--- config.mk ---
export PLATFORM = sky130hd
export DESIGN_NAME = sf_packet_fifo
export DESIGN_NICKNAME = d
export VERILOG_FILES = /design/src/rtl/sf_fifo_pkg.sv /design/src/rtl/sf_packet_fifo.sv
export SDC_FILE = /design/constraint.sdc
export NUM_CORES = 1
export LEC_CHECK = 0
export CORE_UTILIZATION = 35
export DETAILED_ROUTE_END_ITERATION = 8
export HOLD_SLACK_MARGIN = 0.06
export PLACE_DENSITY_LB_ADDON = 0.12
export SLEW_MARGIN = 0
export SYNTH_ARGS = -nofsm -noshare
export SYNTH_HDL_FRONTEND = slang
export SYNTH_SLANG_ARGS = --single-unit
export TNS_END_PERCENT = 1
--- constraint.sdc ---
create_clock -name clk -period 5.3 [get_ports clk]
set_input_delay 1.06 -clock clk [delete_from_list [all_inputs] [get_ports clk]]
set_output_delay 1.06 -clock clk [all_outputs]
set_load 0.02 [all_outputs]
--- src/rtl/sf_fifo_pkg.sv ---
// Shared defaults and helpers for the store-and-forward packet FIFO.
// Pointers carry one extra wrap bit above the address so full and empty can be told apart.
package sf_fifo_pkg;

  localparam int unsigned SfDepthLg2  = 4;
  localparam int unsigned SfDataWidth = 32;
  localparam int unsigned DropCntW    = 16;

  // Per-cycle classification of the write port.
  typedef enum logic [2:0] {
    WrNone,
    WrStore,
    WrPoison,
    WrCommit,
    WrDrop
  } wr_act_e;

  function automatic int unsigned sf_ptr_width(input int unsigned depth_lg2);
    return depth_lg2 + 1;
  endfunction

endpackage

--- src/rtl/sf_packet_fifo.sv ---
// Store-and-forward packet FIFO: beats become readable only once their packet commits cleanly.
// Optional saturating drop counter on drop_cnt_o when SF_DROP_CNT_EN is defined.
module sf_packet_fifo
  import sf_fifo_pkg::*;
#(
  parameter int unsigned DEPTH_LG2  = SfDepthLg2,
  parameter int unsigned DATA_WIDTH = SfDataWidth
) (
  input  logic                  clk,
  input  logic                  rst_n,
  input  logic                  wren_i,
  input  logic                  wlast_i,
  input  logic [DATA_WIDTH-1:0] wdata_i,
  input  logic                  werror_i,
  output logic                  full_o,
  input  logic                  rden_i,
  output logic [DATA_WIDTH-1:0] rdata_o,
  output logic                  empty_o,
  output logic                  drop_o
`ifdef SF_DROP_CNT_EN
  ,
  output logic [DropCntW-1:0]   drop_cnt_o
`endif
);

  localparam int unsigned PtrW      = sf_ptr_width(DEPTH_LG2);
  localparam int unsigned FifoDepth = 1 << DEPTH_LG2;

  typedef logic [PtrW-1:0] ptr_t;

  logic [DATA_WIDTH-1:0] mem_q [FifoDepth];

  ptr_t    rptr_q, rptr_d;
  ptr_t    wptr_q, wptr_d;
  ptr_t    cptr_q, cptr_d;
  logic    poison_q, poison_d;
  logic    drop_q, drop_d;
  ptr_t    occupancy;
  ptr_t    committed;
  logic    full;
  logic    empty;
  wr_act_e wr_act;

  assign occupancy = wptr_q - rptr_q;
  assign committed = cptr_q - rptr_q;
  assign full      = (occupancy == ptr_t'(FifoDepth));
  assign empty     = (rptr_q == cptr_q);

  // A last beat always resolves the packet; a full FIFO forces a drop regardless of werror_i.
  always_comb begin
    wr_act = WrNone;
    if (wren_i) begin
      if (wlast_i) begin
        wr_act = (werror_i || poison_q || full) ? WrDrop : WrCommit;
      end else if (full) begin
        wr_act = WrPoison;
      end else if (!poison_q) begin
        wr_act = WrStore;
      end
    end
  end

  always_comb begin
    rptr_d   = rptr_q;
    wptr_d   = wptr_q;
    cptr_d   = cptr_q;
    poison_d = poison_q;
    drop_d   = 1'b0;

    if (rden_i && !empty) begin
      rptr_d = rptr_q + ptr_t'(1);
    end

    unique case (wr_act)
      WrNone:   ;
      WrStore:  wptr_d = wptr_q + ptr_t'(1);
      WrPoison: poison_d = 1'b1;
      WrCommit: begin
        wptr_d = wptr_q + ptr_t'(1);
        cptr_d = wptr_q + ptr_t'(1);
      end
      // Rewinding to cptr can never cross rptr because rptr never passes cptr.
      WrDrop: begin
        wptr_d   = cptr_q;
        poison_d = 1'b0;
        drop_d   = 1'b1;
      end
      default:  ;
    endcase
  end

  always_ff @(posedge clk) begin
    if (!rst_n) begin
      rptr_q   <= '0;
      wptr_q   <= '0;
      cptr_q   <= '0;
      poison_q <= 1'b0;
      drop_q   <= 1'b0;
    end else begin
      rptr_q   <= rptr_d;
      wptr_q   <= wptr_d;
      cptr_q   <= cptr_d;
      poison_q <= poison_d;
      drop_q   <= drop_d;
    end
  end

  always_ff @(posedge clk) begin
    if (wr_act == WrStore || wr_act == WrCommit) begin
      mem_q[wptr_q[DEPTH_LG2-1:0]] <= wdata_i;
    end
  end

  assign rdata_o = mem_q[rptr_q[DEPTH_LG2-1:0]];
  assign full_o  = full;
  assign empty_o = empty;
  assign drop_o  = drop_q;

`ifdef SF_DROP_CNT_EN
  logic [DropCntW-1:0] drop_cnt_q;

  always_ff @(posedge clk) begin
    if (!rst_n) begin
      drop_cnt_q <= '0;
    end else if (drop_q && (drop_cnt_q != '1)) begin
      drop_cnt_q <= drop_cnt_q + DropCntW'(1);
    end
  end

  assign drop_cnt_o = drop_cnt_q;
`endif

  // Pointer ordering invariant: rptr <= cptr <= wptr <= rptr + depth.
  assert property (@(posedge clk) disable iff (!rst_n)
    (committed <= occupancy) && (occupancy <= ptr_t'(FifoDepth)));

endmodule

==> results of run 1 <==
[cells in the final DEF, fill, tap and decap left out, types with 7 or more instances in the layout]
master	count
edfxtp_1	512
mux4_2	160
clkdlybuf4s50_1	72
clkbuf_16	56
clkbuf_1	17
dfxtp_1	17
nand2_1	16
buf_12	16
nor2_4	12
buf_4	12
clkinv_1	11
ha_1	9
clkinv_2	9
xor2_1	8
inv_1	7
mux2i_1	7
nor2b_1	7
[power breakdown]
| group | internal, mW | switching [mW] | total [mW] |
|---|---|---|---|
| Sequential | 4.66 | 0.0326 | 4.70 |
| Combinational | 0.457 | 0.431 | 0.888 |
| Clock | 1.94 | 1.55 | 3.49 |
| Total | 7.06 | 2.02 | 9.07 |
[worst register-to-register path: stages, from the launching register on]
cell	delay (ns)
dfxtp_1	0.63
ha_1	0.37
nor2_1	0.15
xnor2_1	0.20
a211oi_4	0.13
nor3b_1	0.66
nand2_1	0.38
nor2_4	0.66
buf_4	0.29
[routing by layer]
layer / track usage (%) / vias to the layer above
li1: - / 3886
met1: 22.75 / 5022
met2: 25.45 / 152
met3: 2.732 / 66
met4: 4.495 / 6
met5: 0 / -
[sequential cells by signal, summed over array words and instances, names as in the netlist, named ones only]
register and cells:
cptr_q 5, drop_o 1, mem_q 512, poison_q 1, rptr_q 5, wptr_q 5
[logic make-up (layout without fill, tap and decap cells)]
family / Yosys count / after routing
xor+xnor: 14 / 14
fa+ha+maj: 9 / 9
compound gates: 20 / 20
simple gates: 64 / 64
flops: 533 / 533
mux: 167 / 167
buf+inv: 46 / 206
[path summary, 6_finish.rpt]
check	from	cells after the start	slack (ns)	endpoint
min	wptr_q[4]$_SDFFE_PN0P_	2	0.51	wptr_q[4]$_SDFFE_PN0P_
max reg2reg	wptr_q[3]$_SDFFE_PN0P_	8	1.53	mem_q[14][14]$_DFFE_PP_
max	flop	4	1.02	rdata_o[1]
min reg2reg	wptr_q[4]$_SDFFE_PN0P_	2	0.51	wptr_q[4]$_SDFFE_PN0P_
[metrics by stage]
| stage | hold WS (ns) | cell area (µm²) | utilization [%] | cells | power (mW) |
|---|---|---|---|---|---|
| floorplan | 0.4724 | 20390 | - | 853 | 5.342 |
| global placement | 0.4984 | 22440 | 38.96 | 1679 | 5.700 |
| detailed placement | 0.5101 | 22440 | 38.96 | 1679 | 5.703 |
| CTS | 0.5184 | 24040 | 41.75 | 1778 | 9.214 |
| global route | 0.5413 | 24040 | 41.75 | 1778 | 9.421 |
| finish | 0.5076 | 24040 | 41.75 | 1778 | 9.075 |
[area by class of cell]
type / instances / area (µm²) / share of cell area, %
Sequential cell: 533 / 15810 / 65.75
Clock inverter: 26 / 141.4 / 0.5881
Timing Repair Buffer: 100 / 1131 / 4.704
Clock buffer: 73 / 1465 / 6.094
Tap cell: 765 / 957.2 / 3.981
Multi-Input combinational cell: 274 / 4514 / 18.78
Inverter: 7 / 26.28 / 0.1093
==> results.cfg, run 1 <==
[logic_synthesis]
ys_ff_latch = 533
yosysTopAreaCellShare_pct = 75.41
synth_top_family_by_area = multiplexers
ys.flop_type = edfxtp_1
synthDistinctLibCells = 38
avgSynthCellArea_um2 = 23.90
synth_warnings = 0
synth_compound_area_share_pct = 0.8346
synth_nets = 900
synthMuxAreaShare_pct = 18.02
synth_area_leaders = edfxtp_1, mux4_2, dfxtp_1
ys_async_sr_fraction_pct = 0
synth_cells = 853
netlist_area_mm2 = 0.02039
synth-adder-area-share_pct = 0.5523
synth_top_area_cell = edfxtp_1
synth_seq_area_share_pct = 77.47
synth_commonest_cells = edfxtp_1, mux4_2, clkbuf_1
synth_xor_area_share_pct = 0.6014
synth-simple-area-share_pct = 1.596
synth_most_common_cell = edfxtp_1
synth_edf_count = 512

[sta]
rsz0062_at_grt = false
setup_tns_ns = 0
setup_ws_ns = 1.016
setup_violations = 0
relSlewSlack_pct = 33.27
slew_violations = 0
tightest_slew_ns = 1.001
fmax_mhz = 233.4
fin_crit_sh_pct = 80.84
finalClockSkew_ns = 0.01457
post-route-min-period_ns = 4.284
hold_viol = 0

[place]
io_buffers = 72
hpwl_um = 24360
dp_worst_setup_slack_ns = 1.218
gp_congestion = 0.6960

[detailed_routing]
antenna_left = 0
wl_um = 45980
drt-met1-wl_um = 21360
wl_met3_um = 1787
first_pass_iters = 4
topRoutingLayerUsed = met5
wl_met2_um = 22010
drtIter0Drc = 604
vias = 9132
routedWlPerCell_um = 25.86
vias_per_cell = 5.136
drc_errors = 0

[worst_setup_path]
critPathBufInv = 2
max_stage_delay_ns = 0.58
cp_slowest_cell = clkdlybuf4s50_1
end_kind = primary output
critical_path_arrival_ns = 3.22
critical_path_class = flop to primary output
cpMostUsedCell = mux4_2
cp_max_fo = 47
crit_chain = buf_12, mux4_2, mux4_2, clkdlybuf4s50_1
cp_data_required_time_ns = 4.24
crit_path_start_kind = flop
path_delay_family = multiplexers

[cts]
root_buffer = clkbuf_16
clock_path_buffers = 3
cts_setup_buffers = 0
hold_buffers = 0
clkTransAtPathRegs_ns = 0.06
clkLatencyLatePin_ns = 0.59
numCtsBuffers = 56
cts_tree = yes
cts-htree-levels = 2
clock_sinks = 533
cts_resized = 0

[global_route]
grt_max_degree = 48
antenna_found_initial = 3
track_usage_pct = 16.02
grt_overflow = 0
grt_pass1_wl_um = 68580
grt_pass1_vias = 9940

[layout]
syn_to_final_growth_pct = 17.93
fill_cells = 5006
nets = 1019
diodes = 0
drive_above_1_share_pct = 28.04

[floorplan]
initial_core_util_pct = 35.41
die-width_um = 243.4
core_mm2 = 0.05759
dieArea_mm2 = 0.05922
std_cell_rows = 88
io_pins = 73
fp.dieH_um = 243.4

[power_and_ir_drop]
p_leak_nw = 7.200
max-vdd-ir-drop_mv = 0.2391
cellPowerDensity_mw_per_mm2 = 377.4

[worst_hold_path]
hold_path.class = flop to flop

[outcome]
status = finished clean

[job]
max_cap_violations = 0
No activity file was read; power rests on OpenSTA's default activity.
==> run 2, diff against run 1 <==
==> constraint.sdc (replaced) <==
create_clock -name clk -period 4.41 [get_ports clk]
set_input_delay 0.882 -clock clk [delete_from_list [all_inputs] [get_ports clk]]
set_output_delay 0.882 -clock clk [all_outputs]
set_load 0.02 [all_outputs]
==> run 2 against run 1 <==
Against the previous run: routed wire length is 1.9% higher; design area grew 0.69%; register-to-register slack got worse by 0.52 ns; worst hold slack got worse by 0.0048 ns; clock skew increased by 0.00081 ns; non-clock buffer count rose by 14; total power increased by 23%; sequential share of layout area shrank 0.45 points; final cell count grew 1.0%; core utilization rose by 0.29 points; clock power is 28% higher; critical path type unchanged; highest routed layer unchanged.
==> results.cfg, run 2 (synthesis results as in run 1) <==
[outcome]
status = finished clean

[sta]
setup_ws_ns = 0.2566
fmax_mhz = 240.8
post-route-min-period_ns = 4.153
setup_violations = 0
hold_viol = 0
relSlewSlack_pct = 50.80
tightest_slew_ns = 0.7381
rsz0062_at_grt = false
fin_crit_sh_pct = 94.18
finalClockSkew_ns = 0.01538
whs_ns = 0.5027
slew_violations = 0

[detailed_routing]
first_pass_iters = 4
vias_per_cell = 5.046
drc_errors = 0
vias = 9063
drtIter0Drc = 665
wl_um = 46840
routedWlPerCell_um = 26.08
antenna_left = 0

[cts]
hold_buffers = 0
clkLatencyLatePin_ns = 0.60
cts_tree = yes
clock_sinks = 533
cts_setup_buffers = 0
clock_path_buffers = 3
numCtsBuffers = 57
cts_resized = 0
root_buffer = clkbuf_16
clkTransAtPathRegs_ns = 0.06
cts-htree-levels = 2

[floorplan]
initial_core_util_pct = 35.41
fp.dieH_um = 243.4
dieArea_mm2 = 0.05922
die-width_um = 243.4
core_mm2 = 0.05759
std_cell_rows = 88
io_pins = 73

[power_and_ir_drop]
p_leak_nw = 7.326
total_power_mw = 11.16
max-vdd-ir-drop_mv = 0.2789
cellPowerDensity_mw_per_mm2 = 461.2

[global_route]
grt_pass1_vias = 9861
antenna_found_initial = 1
grt_max_degree = 68
grt_overflow = 0
track_usage_pct = 16.26
grt_pass1_wl_um = 69500

[layout]
final_cell_mix = edfxtp_1, mux4_2, clkdlybuf4s50_1
nets = 1034
fill_cells = 4979
stdcell_count = 1796
diodes = 0
largest_reg_flops = 512
drive_above_1_share_pct = 29.29
final_common_cell = edfxtp_1
regArea_mm2 = 0.01581
syn_to_final_growth_pct = 18.74
multiInputGateArea_mm2 = 0.004521

[worst_setup_path]
rr_startpoint = rptr_q[3]$_SDFFE_PN0P_
cp_data_required_time_ns = 3.53
worstReg2RegEnd = mem_q[2][17]$_DFFE_PP_
critical_path_class = flop to primary output
rrSetupSlack_ns = 1.01
critical_path_arrival_ns = 3.27
cp_max_fo = 19
crit_path_start_kind = flop
rr_worst_depth = 9
end_kind = primary output

[place]
dp_worst_setup_slack_ns = 0.6831
hpwl_um = 25480
io_buffers = 72
gp_congestion = 0.6787
post-place-cells = 1693

[worst_hold_path]
hold-path-cell-count = 2
holdPathEnd = wptr_q[4]$_SDFFE_PN0P_
min_from = wptr_q[4]$_SDFFE_PN0P_
hold_path.class = flop to flop

[job]
max_cap_violations = 0
run 2: cell types whose count changed in the layout (fill, tap and decap cells not counted):
cell	previous run	this run
clkinvlp_4	4	1
clkinv_8	1	0
clkbuf_1	17	16
clkinv_1	11	12
buf_4	12	30
clkbuf_16	56	57
clkinv_2	9	11
nor3_4	0	1
nor3_2	4	3
bufinv_16	0	3
inv_6	1	2
buf_12	16	12
clkinv_4	0	1
run 2: worst max-delay path by stage:
stage	start	endpoint	slack (ns)
floorplan	rptr_q[3]$_SDFFE_PN0P_	mem_q[3][0]$_DFFE_PP_	-0.01
global placement	werror_i	mem_q[3][16]$_DFFE_PP_	0.63
detailed placement	werror_i	mem_q[3][16]$_DFFE_PP_	0.68
CTS	flop	rdata_o[18]	0.15
global route	flop	rdata_o[18]	0.06
finish	flop	rdata_o[18]	0.26
run 2: critical path, stage by stage (launching register included):
cell             delay, ns
dfxtp_4               0.61
buf_4                 0.41
mux4_2                0.56
mux4_2                0.51
clkdlybuf4s50_1       0.57
run 2: routing by layer:
layer	vias to the layer above	GRT usage [%]	wire, µm
li1	3914	-	-
met2	139	26.95	23400
met5	-	0	12
met3	73	2.644	1591
met1	4935	22.22	20860
met4	2	4.477	974
run 2: through the flow:
stage / util [%] / instance area [µm²] / setup TNS (ns)
floorplan: - / 20390 / -0.9389
global route: 42.04 / 24210 / 0
global placement: 39.07 / 22500 / 0
CTS: 42.04 / 24210 / 0
finish: 42.04 / 24210 / 0
detailed placement: 39.07 / 22500 / 0
run 2: area by class of cell:
class | instances | share of cell area (%)
clock buffers | 73 | 6.140
clock inverters | 30 | 0.9252
inverters | 7 | 0.1085
multi-input cells | 274 | 18.67
flip-flops and latches | 533 | 65.30
well taps | 765 | 3.954
repair buffers | 114 | 4.900
run 2: report_power, final:
part | leakage, nW | switching [mW] | internal [mW]
Sequential | 4.79 | 0.0404 | 5.61
Combinational | 1.70 | 0.512 | 0.559
Clock | 0.839 | 1.91 | 2.54
